==> src/rtl/imem_line_fetch.sv <==
// -----------------------------------------------------------------------------
// imem_line_fetch
//
// Line-refill engine between the instruction cache miss port and a 16-bit
// external instruction memory. A held miss request starts a line refill:
// eight consecutive halfwords are read from the line-aligned base address.
// Each pair is packed big-endian (even halfword in the upper half) into one
// 32-bit word. The four words are returned as a burst of one-cycle beats, and
// the fourth beat is flagged as last.
//
// Parameters
//   DATA_WIDTH     burst word width, must equal 2*MEM_WIDTH
//   MEM_WIDTH      external memory data width
//   ADDRESS_WIDTH  halfword address width (line = 8 halfwords)
//
// Ports
//   i_Clk          clock
//   i_Reset_n      asynchronous active-low reset
//   i_Req_Valid    miss request, level, held for the whole line
//   i_Req_Address  halfword line address, bits [2:0] ignored
//   o_Valid        beat valid, one-cycle pulse per word
//   o_Last         high with the fourth beat only
//   o_Data         burst word, holds its value between beats
//   o_Mem_Read     external read request, held until acknowledged
//   o_Mem_Address  halfword address of the current read
//   i_Mem_Ack      read complete, i_Mem_Data valid in this cycle
//   i_Mem_Data     read data
//
// Behaviour summary
//   IDLE    : waits for a request and latches the line base.
//   READ    : walks the eight halfwords and emits a beat on every odd ack.
//   DRAIN   : the request was withdrawn mid-line. The access in flight is
//             allowed to finish so the memory handshake is never broken.
//             No beats are produced.
//   RELEASE : the line is complete. This state waits for the request level
//             to drop, so the request still held during the final beat
//             cannot start a second refill.
// -----------------------------------------------------------------------------
module imem_line_fetch #(
    parameter int DATA_WIDTH    = 32,
    parameter int MEM_WIDTH     = 16,
    parameter int ADDRESS_WIDTH = 22
) (
    input  logic                     i_Clk,
    input  logic                     i_Reset_n,
    input  logic                     i_Req_Valid,
    input  logic [ADDRESS_WIDTH-1:0] i_Req_Address,
    output logic                     o_Valid,
    output logic                     o_Last,
    output logic [DATA_WIDTH-1:0]    o_Data,
    output logic                     o_Mem_Read,
    output logic [ADDRESS_WIDTH-1:0] o_Mem_Address,
    input  logic                     i_Mem_Ack,
    input  logic [MEM_WIDTH-1:0]     i_Mem_Data
);

    // Clears the halfword-within-line bits of a request address.
    localparam logic [ADDRESS_WIDTH-1:0] LINE_MASK = ~ADDRESS_WIDTH'(7);

    typedef enum logic [1:0] {
        S_IDLE    = 2'd0,
        S_READ    = 2'd1,
        S_DRAIN   = 2'd2,
        S_RELEASE = 2'd3
    } state_t;

    state_t r_State;
    state_t w_Next_State;

    // Line context
    logic [ADDRESS_WIDTH-1:0] r_Base;   // line base, low three bits always zero
    logic [2:0]               r_Count;  // halfword index within the line
    logic [MEM_WIDTH-1:0]     r_Hi;     // even halfword waiting for its partner

    // Registered beat outputs
    logic                     r_Valid_p0;
    logic                     r_Last_p0;
    logic [DATA_WIDTH-1:0]    r_Data_p0;

    // Decoded events
    logic w_Reading;
    logic w_Ack;
    logic w_Start;
    logic w_Beat;
    logic w_Final;

    // The memory request stays asserted in DRAIN. An access that has been
    // presented must always be completed by its ack, even after an abort.
    assign w_Reading = (r_State == S_READ) || (r_State == S_DRAIN);

    // Acks are only meaningful while a read is outstanding. Any stray ack in
    // IDLE or RELEASE is dropped here, so the line context cannot be disturbed.
    assign w_Ack     = w_Reading && i_Mem_Ack;

    assign w_Start   = (r_State == S_IDLE) && i_Req_Valid;
    assign w_Final   = (r_Count == 3'd7);

    // A beat completes on the ack of an odd halfword. It is only emitted while
    // the request is still held. A withdrawal in the same cycle suppresses it.
    assign w_Beat    = (r_State == S_READ) && i_Req_Valid && i_Mem_Ack && r_Count[0];

    // -------------------------------------------------------------------------
    // State register
    // -------------------------------------------------------------------------
    always_ff @(posedge i_Clk or negedge i_Reset_n) begin
        if (!i_Reset_n) begin
            r_State <= S_IDLE;
        end else begin
            r_State <= w_Next_State;
        end
    end

    // -------------------------------------------------------------------------
    // Next-state logic
    // -------------------------------------------------------------------------
    always_comb begin
        w_Next_State = r_State;
        case (r_State)
            S_IDLE: begin
                if (i_Req_Valid) begin
                    w_Next_State = S_READ;
                end
            end
            S_READ: begin
                if (!i_Req_Valid) begin
                    // The abort may land on the very cycle the pending access
                    // is acked. In that case nothing is left to drain.
                    if (i_Mem_Ack) begin
                        w_Next_State = S_IDLE;
                    end else begin
                        w_Next_State = S_DRAIN;
                    end
                end else if (i_Mem_Ack && w_Final) begin
                    w_Next_State = S_RELEASE;
                end
            end
            S_DRAIN: begin
                if (i_Mem_Ack) begin
                    w_Next_State = S_IDLE;
                end
            end
            S_RELEASE: begin
                if (!i_Req_Valid) begin
                    w_Next_State = S_IDLE;
                end
            end
            default: begin
                w_Next_State = S_IDLE;
            end
        endcase
    end

    // -------------------------------------------------------------------------
    // Line context: base, halfword index, held upper halfword
    // -------------------------------------------------------------------------
    always_ff @(posedge i_Clk or negedge i_Reset_n) begin
        if (!i_Reset_n) begin
            r_Base  <= '0;
            r_Count <= 3'd0;
            r_Hi    <= '0;
        end else begin
            if (w_Start) begin
                r_Base  <= i_Req_Address & LINE_MASK;
                r_Count <= 3'd0;
            end else if (w_Ack) begin
                // Natural 3-bit wrap. The index never carries into the base.
                r_Count <= 3'(r_Count + 3'd1);
            end

            if (w_Ack && !r_Count[0]) begin
                r_Hi <= i_Mem_Data;
            end
        end
    end

    // -------------------------------------------------------------------------
    // Beat output stage (p0): word assembled on the odd ack, presented next cycle
    // -------------------------------------------------------------------------
    always_ff @(posedge i_Clk or negedge i_Reset_n) begin
        if (!i_Reset_n) begin
            r_Valid_p0 <= 1'b0;
            r_Last_p0  <= 1'b0;
            r_Data_p0  <= '0;
        end else begin
            r_Valid_p0 <= w_Beat;
            r_Last_p0  <= w_Beat && w_Final;
            if (w_Beat) begin
                r_Data_p0 <= {r_Hi, i_Mem_Data};
            end
        end
    end

    assign o_Valid       = r_Valid_p0;
    assign o_Last        = r_Last_p0;
    assign o_Data        = r_Data_p0;

    // The base has zero low bits, so OR-ing in the index selects the halfword.
    // Address and read are both derived from registers only. This keeps them
    // stable from assertion through the ack cycle.
    assign o_Mem_Read    = w_Reading;
    assign o_Mem_Address = r_Base | ADDRESS_WIDTH'(r_Count);

endmodule

==> config.mk <==
export PLATFORM = sky130hd
export DESIGN_NAME = imem_line_fetch
export DESIGN_NICKNAME = d
export VERILOG_FILES = /design/src/rtl/imem_line_fetch.sv
export SDC_FILE = /design/constraint.sdc
export NUM_CORES = 1
export LEC_CHECK = 0
export BUFFER_PORTS_ARGS = -buffer_cell sky130_fd_sc_hd__buf_4
export CAP_MARGIN = 15
export CORE_ASPECT_RATIO = 1.25
export CORE_MARGIN = 3
export CORE_UTILIZATION = 40
export CTS_CLUSTER_DIAMETER = 80
export CTS_CLUSTER_SIZE = 40
export DETAILED_ROUTE_END_ITERATION = 6
export PLACE_DENSITY_LB_ADDON = 0.05
export SLEW_MARGIN = 10
export SYNTH_ARGS = -nofsm -noshare
export SYNTH_HDL_FRONTEND = slang
export SYNTH_SLANG_ARGS = --single-unit
==> constraint.sdc <==
create_clock -name i_Clk -period 2.7 [get_ports i_Clk]
set_clock_uncertainty 0.2 [all_clocks]
set_input_delay 0.27 -clock i_Clk [delete_from_list [all_inputs] [get_ports i_Clk]]
set_output_delay 0.27 -clock i_Clk [all_outputs]
set_load 0.005 [all_outputs]
==> metrics.txt, run 1 <==
initial antenna violation count 0; kind of critical path flip-flop to flip-flop; n_diodes 0; core area 0.00706 mm²; cell with the most instances after synthesis dfrtp_1; minimum clock period 1.91 ns; worst path required time 2.72 ns; final setup vio count 0; setup bufs post-CTS 0; number of nets with antenna violations after routing 0; worst-margin pin slew 0.895 ns; mean area per synthesized cell 16.2 µm²; Post-CTS Hold Buffers 37; run status complete, no violations; #FFs+latches synth 74; global-route wire length before repair 9.60 mm; Tcrit/Tclk final 0.708; CTS tree yes; Ports 99; clk_lat worst skew 0.34 ns; vias in the first global route 2,095; top post-synthesis cells by count dfrtp_1 (74), mux2_2 (59), mux2_4 (9); share of layout cells above drive strength 1 0.565; Clock Sinks 74; port buffer count 95; grt ovf 0; Max VDD drop 0.506 mV; Clock Pin Slew Worst Setup and Hold Paths 0.07 ns; Hold Path Depth 4; number of synthesized flops with an enable pin 0; Fill cells 575; initial drt markers 55; Synth Instances 181; Pwr per Cell Area 1060 mW/mm²; Die ar. 0.00842 mm²; largest net degree at the start of global routing 75; DRT Wirelength 5.94 mm; origin of the worst setup path r_State[1]; Synth warnings 0; Layout area overhead 47.7%; crit path DAT 1.93 ns; post-synthesis sequential area ratio 0.630; total CTS buffers 9; Die W 82.7 µm; CTS root buf clkbuf_8; clk buf depth 2; DRC viols 0; overall routing resource usage 0.151; routed length per instance 14.3 µm; Post-Syn Area 0.00294 mm²; crit start category flip-flop; area of the multi-input gates 0.00102 mm²; PostCTS Resize Cnt 0; nature of the critical path endpoint flip-flop; via count 1,942; Synth area leaders dfrtp_1 (63%), mux2_2 (23%), mux2_4 (4.6%); largest area contributor in the netlist dfrtp_1; nets@finish 369; H-tree depth 3; r2r startpoint r_State[1]; row count 34; post-route setup TNS 0 ns; Via-to-Cell Ratio 4.69; routability cong. 0.725; HP Class input port to flip-flop; register area 0.00185 mm²; ys async rst share 1.00; top cell type's share of synthesized area 0.630; relative slew slack 0.404; Crit Path Max Fanout 9; Setup crit end r_Hi[10]; Pleak 2.13 nW; RSZ-0062 raised after global routing no; ys flop type dfrtp_1; DRT Pass-1 Iters 4; MaxCap Viol Count 0; Max Clk Rate 0.523 GHz; Yosys cell types 23; Post-DP HPWL 3.88 mm; Fin. Hold Viols 0; FF-to-FF setup slack 0.79 ns; Starting Density 0.416; max-slew violation count 0; placed insts 362; die height 102 µm; RR Endpoint r_Hi[10]; worst reg2reg path depth 6; Post-Layout Cell Count 414; syn nets 230
==> sequential cells by signal, indices dropped and copies added, names as in the netlist <==
| signal | flops |
|---|---|
| o_Data | 32 |
| o_Last | 1 |
| o_Valid | 1 |
| r_Hi | 16 |
| r_Count | 3 |
| r_State | 2 |
| r_Base | 19 |
==> through the flow <==
stage                     cell area [µm²]  worst slack, ns  hold slack (ns)  utilization  power (mW)
after global routing                 4340            0.656            0.168        0.614        4.95
final                                4340            0.787            0.113        0.614        4.61
after global placement               3740            0.763            0.274        0.530        3.61
after floorplan                      2940            0.763           -0.226            -        2.80
after CTS                            4340            0.757            0.105        0.614        4.68
after detailed placement             3740            0.764            0.273        0.530        3.66
==> cells in the final DEF (no fill, tap or decap) <==
cell type,count
a21boi_0,1
dlygate4sd3_1,37
mux2_2,59
ha_1,7
o21ai_0,1
inv_1,3
nor3b_1,1
mux2i_1,2
clkinvlp_4,2
a311o_1,1
nand4_1,1
nor2b_1,1
a31oi_1,1
or3_1,1
and2_1,1
nand2_2,1
a2111oi_0,1
mux2_4,9
dfrtp_1,74
and3_1,1
a21oi_1,3
bufinv_16,2
nand2_1,3
or2_1,1
buf_4,99
clkbuf_8,11
==> kinds of logic after synthesis <==
logic type | share of synthesized area
DFF | 0.630
buffers and inverters | 0.0217
and+or+nand+nor | 0.0213
AOI/OAI and AO/OA | 0.0179
muxes | 0.279
adders and majority gates | 0.0298
==> power breakdown <==
part,internal [mW],switching (mW),leakage [nW]
clock,0.566,0.394,0.108
combinational,1.16,0.589,1.12
sequential,1.64,0.268,0.901
total,3.36,1.25,2.13
==> routing by layer <==
layer	part of all wire	up-vias	global-route usage	wire length [µm]
met5	0	-	0	0
met3	0.076	10	0.0467	451
li1	-	917	-	-
met1	0.39	950	0.168	2310
met4	0.020	0	0.0717	117
met2	0.51	65	0.260	3060
==> worst max-delay path, stage by stage (launching register included) <==
cell	delay [ns]
dfrtp_1	0.37
inv_1	0.11
ha_1	0.32
nand2_2	0.09
or2_1	0.23
buf_4	0.19
mux2_4	0.30
==> worst min path at each step <==
| stage | slack [ns] | startpoint | to |
|---|---|---|---|
| 6_report | 0.11 | i_Mem_Ack | r_Count[0] |
| 5_1_grt | 0.17 | i_Mem_Ack | r_Count[0] |
| 4_1_cts | 0.10 | i_Mem_Ack | r_Count[0] |
| 3_5_place_dp | 0.27 | i_Reset_n | o_Data[20] |
| 3_3_place_gp | 0.27 | i_Reset_n | o_Data[20] |
| 2_1_floorplan | -0.23 | i_Reset_n | o_Data[0] |
==> layout make-up <==
cell class / instances / area share
Clock buffer: 11 / 0.0349
Multi-Input combinational cell: 96 / 0.236
Sequential cell: 74 / 0.427
Inverter: 3 / 0.00260
Clock inverter: 4 / 0.0173
Timing Repair Buffer: 136 / 0.257
Tap cell: 90 / 0.0260
No activity file was read; power rests on OpenSTA's default activity.
==> run 2: changes to the inputs <==
clock period = 1.8 ns   (was 2.7 ns; I/O delays follow)
==> metrics.txt, run 2 (synthesis gave the netlist of run 1 again) <==
run status complete, no violations (unchanged); Layout area overhead 53.5% (was 47.7%); Die W 82.7 µm (unchanged); vias in the first global route 2,116 (was 2,095); Clock Pin Slew Worst Setup and Hold Paths 0.07 ns (about the same); global-route wire length before repair 9.80 mm (was 9.60 mm); DP Area 0.00386 mm² (was 0.00374 mm²); DRC viols 0 (unchanged); overall routing resource usage 0.155 (was 0.151); n_diodes 0 (unchanged); minimum clock period 1.78 ns (was 1.91 ns); Post-Layout Inst Area 0.00451 mm² (was 0.00434 mm²); clk_lat worst skew 0.33 ns (was 0.34 ns); post-route setup TNS 0 ns (unchanged); DRT Pass-1 Iters 4 (unchanged); nature of the critical path endpoint flip-flop (unchanged); routability cong. 0.752 (was 0.725); Pwr per Cell Area 1590 mW/mm² (was 1060 mW/mm²); Max VDD drop 0.873 mV (was 0.506 mV); H-tree depth 3 (unchanged); initial drt markers 29 (was 55); core area 0.00706 mm² (unchanged); Ports 99 (unchanged); Tcrit/Tclk final 0.988 (was 0.708); Max Clk Rate 0.562 GHz (was 0.523 GHz); max-slew violation count 0 (unchanged); die height 102 µm (unchanged); Crit Path Max Fanout 5 (was 9); total CTS buffers 9 (unchanged); worst-margin pin slew 0.501 ns (was 0.895 ns); CTS root buf clkbuf_8 (unchanged); clk buf depth 2 (unchanged); Post-DP HPWL 4.14 mm (was 3.88 mm); RSZ-0062 raised after global routing yes (was no); number of nets with antenna violations after routing 0 (unchanged); nets@finish 379 (was 369); Starting Density 0.416 (unchanged); worst path required time 1.82 ns (was 2.72 ns); Clock Sinks 74 (unchanged); Pleak 2.21 nW (was 2.13 nW); Die ar. 0.00842 mm² (unchanged); worst hold slack 0.143 ns (was 0.113 ns); final setup vio count 0 (unchanged); CTS tree yes (unchanged); relative slew slack 0.666 (was 0.404); port buffer count 95 (unchanged); kind of critical path flip-flop to flip-flop (unchanged); share of layout cells above drive strength 1 0.597 (was 0.565); HP Class input port to flip-flop (unchanged); initial antenna violation count 0 (unchanged); Via-to-Cell Ratio 4.69 (about the same); area of the multi-input gates 0.00106 mm² (was 0.00102 mm²); register area 0.00185 mm² (unchanged); DRT Wirelength 6.04 mm (was 5.94 mm); largest net degree at the start of global routing 37 (was 75); Fill cells 564 (was 575); number of flip-flops in the largest register 32 (unchanged); routed length per instance 14.2 µm (was 14.3 µm); row count 34 (unchanged); Fin. Hold Viols 0 (unchanged); most common cell after layout, fill and taps aside buf_4 (unchanged); crit start category flip-flop (unchanged); MaxCap Viol Count 0 (unchanged); commonest non-fill, non-tap cells in the layout buf_4 (102), dfrtp_1 (74), mux2_2 (58), dlygate4sd3_1 (37) (was buf_4 (99), dfrtp_1 (74), mux2_2 (59), dlygate4sd3_1 (37), clkbuf_8 (11)); via count 1,992 (was 1,942); crit path DAT 1.80 ns (was 1.93 ns); grt ovf 0 (unchanged)
-- run 2: cell type report --
type | count | share of cell area
inverters | 3 | 0.00250
clock inverters | 6 | 0.0197
multi-input cells | 96 | 0.234
clock buffers | 10 | 0.0305
well taps | 90 | 0.0250
repair buffers | 146 | 0.277
flip-flops and latches | 74 | 0.411
-- run 2: routing by layer --
metal,vias up,share of wire,track usage,routed length (µm)
li1,936,-,-,-
met1,989,0.42,0.192,2560
met2,60,0.50,0.254,3030
met3,7,0.059,0.0388,359
met4,0,0.013,0.0704,81
met5,-,0,0,0
-- run 2: report_power, final --
part | switching, mW | internal (mW)
clock network | 0.605 | 0.821
logic | 0.934 | 1.95
registers | 0.409 | 2.46
total | 1.95 | 5.23
-- run 2: worst max-delay path, stage by stage, from the launching register on --
cell     delay, ns
dfrtp_1       0.39
inv_2         0.07
ha_4          0.27
nand2_4       0.05
or2_4         0.25
buf_2         0.17
mux2_2        0.27
-- run 2: worst paths after layout --
kind / startpoint / end / cells past startpoint / slack, ns
worst min-delay path: i_Mem_Ack / r_State[0] / 4 / 0.14
worst max register to register: r_State[0] / r_Hi[3] / 6 / 0.02
min in group asynchronous: i_Reset_n / o_Data[4] / 2 / 0.15
max in group asynchronous: i_Reset_n / r_Base[19] / 3 / 0.74
worst max-delay path: r_State[0] / r_Hi[3] / 6 / 0.02
worst min register to register: r_Hi[0] / o_Data[16] / 1 / 0.30
-- run 2: what timing repair did --
item,in CTS,in global routing
cloned,1,0
setup buffers,0,2
hold endpoints to repair,127,0
setup endpoints to repair,14,18
hold buffers,37,0
resized for setup,3,6
-- run 2: stage by stage --
stage / total power [mW] / setup slack (ns) / util / std cells
floorplan: 4.26 / -0.0624 / - / 181
global placement: 5.57 / -0.0000117 / 0.547 / 369
detailed placement: 5.65 / -0.0255 / 0.547 / 369
CTS: 7.20 / 0.00902 / 0.633 / 423
global route: 7.70 / -0.0405 / 0.639 / 425
finish: 7.18 / 0.0221 / 0.639 / 425
==> run 3: changes to the inputs <==
ABC_AREA = 1   (was not set)
==> metrics.txt, run 3 <==
Crit Path Max Fanout 8 (was 5); worst-margin pin slew 0.297 ns (was 0.501 ns); initial antenna violation count 0 (unchanged); Post-DP HPWL 4.39 mm (was 4.14 mm); Starting Density 0.423 (was 0.416); final setup vio count 0 (unchanged); Tcrit/Tclk final 0.959 (was 0.988); CTS root buf clkbuf_8 (unchanged); largest net degree at the start of global routing 66 (was 37); kind of critical path flip-flop to flip-flop (unchanged); CP max stage cell dfrtp_1 (unchanged); core area 0.00715 mm² (was 0.00706 mm²); Clock Sinks 74 (unchanged); run status complete, no violations (unchanged); Synth Instances 336 (was 181); #FFs+latches synth 74 (unchanged); Post-Syn Area 0.00302 mm² (was 0.00294 mm²); clk_lat worst skew 0.34 ns (was 0.33 ns); Die W 83.7 µm (was 82.7 µm); Synth area leaders dfrtp_1 (61%), nand2_1 (17%), inv_1 (5.1%) (was dfrtp_1 (63%), mux2_2 (23%), mux2_4 (4.6%)); Pleak 2.44 nW (was 2.21 nW); ys async rst share 1.00 (unchanged); register area 0.00185 mm² (unchanged); Yosys cell types 18 (was 23); relative slew slack 0.802 (was 0.666); H-tree depth 3 (unchanged); share of layout cells above drive strength 1 0.271 (was 0.597); origin of the worst setup path r_State[1] (was r_State[0]); post-synthesis sequential area ratio 0.613 (was 0.630); mean area per synthesized cell 8.99 µm² (was 16.2 µm²); overall routing resource usage 0.170 (was 0.155); Via-to-Cell Ratio 4.48 (was 4.69); placed insts 513 (was 369); Post-Layout Cell Count 574 (was 425); nets@finish 528 (was 379); HP Class input port to async pin (was input port to flip-flop); r2r startpoint r_State[1] (was r_State[0]); cell with the most instances after synthesis nand2_1 (was dfrtp_1); MaxCap Viol Count 0 (unchanged); nature of the critical path endpoint flip-flop (unchanged); Die ar. 0.00864 mm² (was 0.00842 mm²); CP peak stage delay 0.41 ns (was 0.39 ns); routed length per instance 13.2 µm (was 14.2 µm); syn nets 385 (was 230); vias in the first global route 2,492 (was 2,116); ys flop type dfrtp_1 (unchanged); crit path DAT 1.79 ns (was 1.80 ns); clk buf depth 2 (unchanged); Synth warnings 0 (unchanged); total CTS buffers 9 (unchanged); initial drt markers 158 (was 29); commonest non-fill, non-tap cells in the layout nand2_1 (136), buf_4 (99), dfrtp_1 (74), inv_1 (40), dlygate4sd3_1 (38) (was buf_4 (102), dfrtp_1 (74), mux2_2 (58), dlygate4sd3_1 (37)); routability cong. 0.685 (was 0.752); Fin. Hold Viols 0 (unchanged); grt ovf 0 (unchanged); Fill cells 632 (was 564); via count 2,572 (was 1,992); port buffer count 95 (unchanged); crit start category flip-flop (unchanged); row count 34 (unchanged); die height 103 µm (was 102 µm); worst hold slack 0.0511 ns (was 0.143 ns); Clock Pin Slew Worst Setup and Hold Paths 0.08 ns (was 0.07 ns); top post-synthesis cells by count nand2_1 (138), dfrtp_1 (74), inv_1 (41) (was dfrtp_1 (74), mux2_2 (59), mux2_4 (9)); Max VDD drop 0.739 mV (was 0.873 mV); largest area contributor in the netlist dfrtp_1 (unchanged); critical path cell sequence inv_2 -> ha_2 -> nand2_4 -> nor3_4 -> buf_12 -> buf_6 -> nand2_1 -> o21ai_1 (was inv_2 -> ha_4 -> nand2_4 -> or2_4 -> buf_2 -> mux2_2); most common cell after layout, fill and taps aside nand2_1 (was buf_4); area of the multi-input gates 950 µm² (was 0.00106 mm²); number of synthesized flops with an enable pin 0 (unchanged); worst path required time 1.87 ns (was 1.82 ns); CTS tree yes (unchanged); Pwr per Cell Area 1520 mW/mm² (was 1590 mW/mm²); Ports 99 (unchanged); DRC viols 0 (unchanged); global-route wire length before repair 11.8 mm (was 9.80 mm); DRT Pass-1 Iters 4 (unchanged); minimum clock period 1.73 ns (was 1.78 ns); max-slew violation count 0 (unchanged); n_diodes 0 (unchanged); number of nets with antenna violations after routing 0 (unchanged); DRT Wirelength 7.57 mm (was 6.04 mm); Layout area overhead 51.4% (was 53.5%); number of flip-flops in the largest register 32 (unchanged); top cell type's share of synthesized area 0.613 (was 0.630); Max Clk Rate 0.579 GHz (was 0.562 GHz); Final Core Density 0.640 (was 0.639)
## run 3: metal layers
metal / routed length (µm) / GRT usage
met4: 111 / 0.0693
met5: 0 / 0
met3: 424 / 0.0483
met2: 3710 / 0.277
met1: 3320 / 0.216
## run 3: cell families after synthesis
| family | count (synthesis) | synth area share |
|---|---|---|
| simple gates | 164 | 0.217 |
| fa+ha+maj | 7 | 0.0290 |
| buf+inv | 57 | 0.0836 |
| compound gates | 34 | 0.0571 |
| flops | 74 | 0.613 |
## run 3: metrics by stage
stage / TNS [ns] / power [mW] / setup slack (ns) / cell area [µm²]
5_1_grt: -0.0160 / 7.52 / -0.0155 / 4570
6_report: 0 / 6.95 / 0.0736 / 4570
2_1_floorplan: 0 / 4.05 / 0.118 / 3020
4_1_cts: 0 / 6.89 / 0.0260 / 4410
3_3_place_gp: 0 / 5.38 / 0.0692 / 3830
3_5_place_dp: 0 / 5.46 / 0.0179 / 3830
## run 3: repair_timing
| item | CTS | global route |
|---|---|---|
| buffers inserted | 0 | 2 |
| hold buffers | 37 | 1 |
| hold endpoints to repair | 127 | 1 |
| gates cloned | 0 | 5 |
| setup endpoints to repair | 1 | 48 |
| pin swaps | 0 | 1 |
| gates resized for setup | 1 | 11 |
## run 3: layout make-up
class,count,area share
inverters,43,0.0358
repair buffers,146,0.282
clock inverters,4,0.0109
well taps,90,0.0246
clock buffers,12,0.0339
flip-flops and latches,74,0.405
multi-input cells,205,0.208
## run 3: report_power, final
group	leakage [nW]	switching [mW]	internal, mW	total, mW
clock network	0.0986	0.615	0.715	1.33
logic	1.43	1.29	1.43	2.72
registers	0.906	0.452	2.45	2.90
total	2.44	2.36	4.59	6.95
## run 3: path summary, 6_finish.rpt
path / to / slack (ns) / cells past startpoint
max in group asynchronous: o_Data[17] / 0.78 / 3
worst min register to register: r_Hi[14] / 0.27 / 2
worst max-delay path: o_Data[11] / 0.07 / 8
min in group i_Clk: r_Hi[14] / 0.27 / 2
worst max register to register: o_Data[11] / 0.07 / 8
worst min-delay path: o_Data[26] / 0.05 / 2
## run 3: critical path, delay by kind of cell, from the launching register on
kind,cells,cell delay [ns]
adders and majority gates,1,0.20
AOI/OAI and AO/OA,1,0.08
DFF,1,0.41
and+or+nand+nor,3,0.38
buffers and inverters,3,0.39
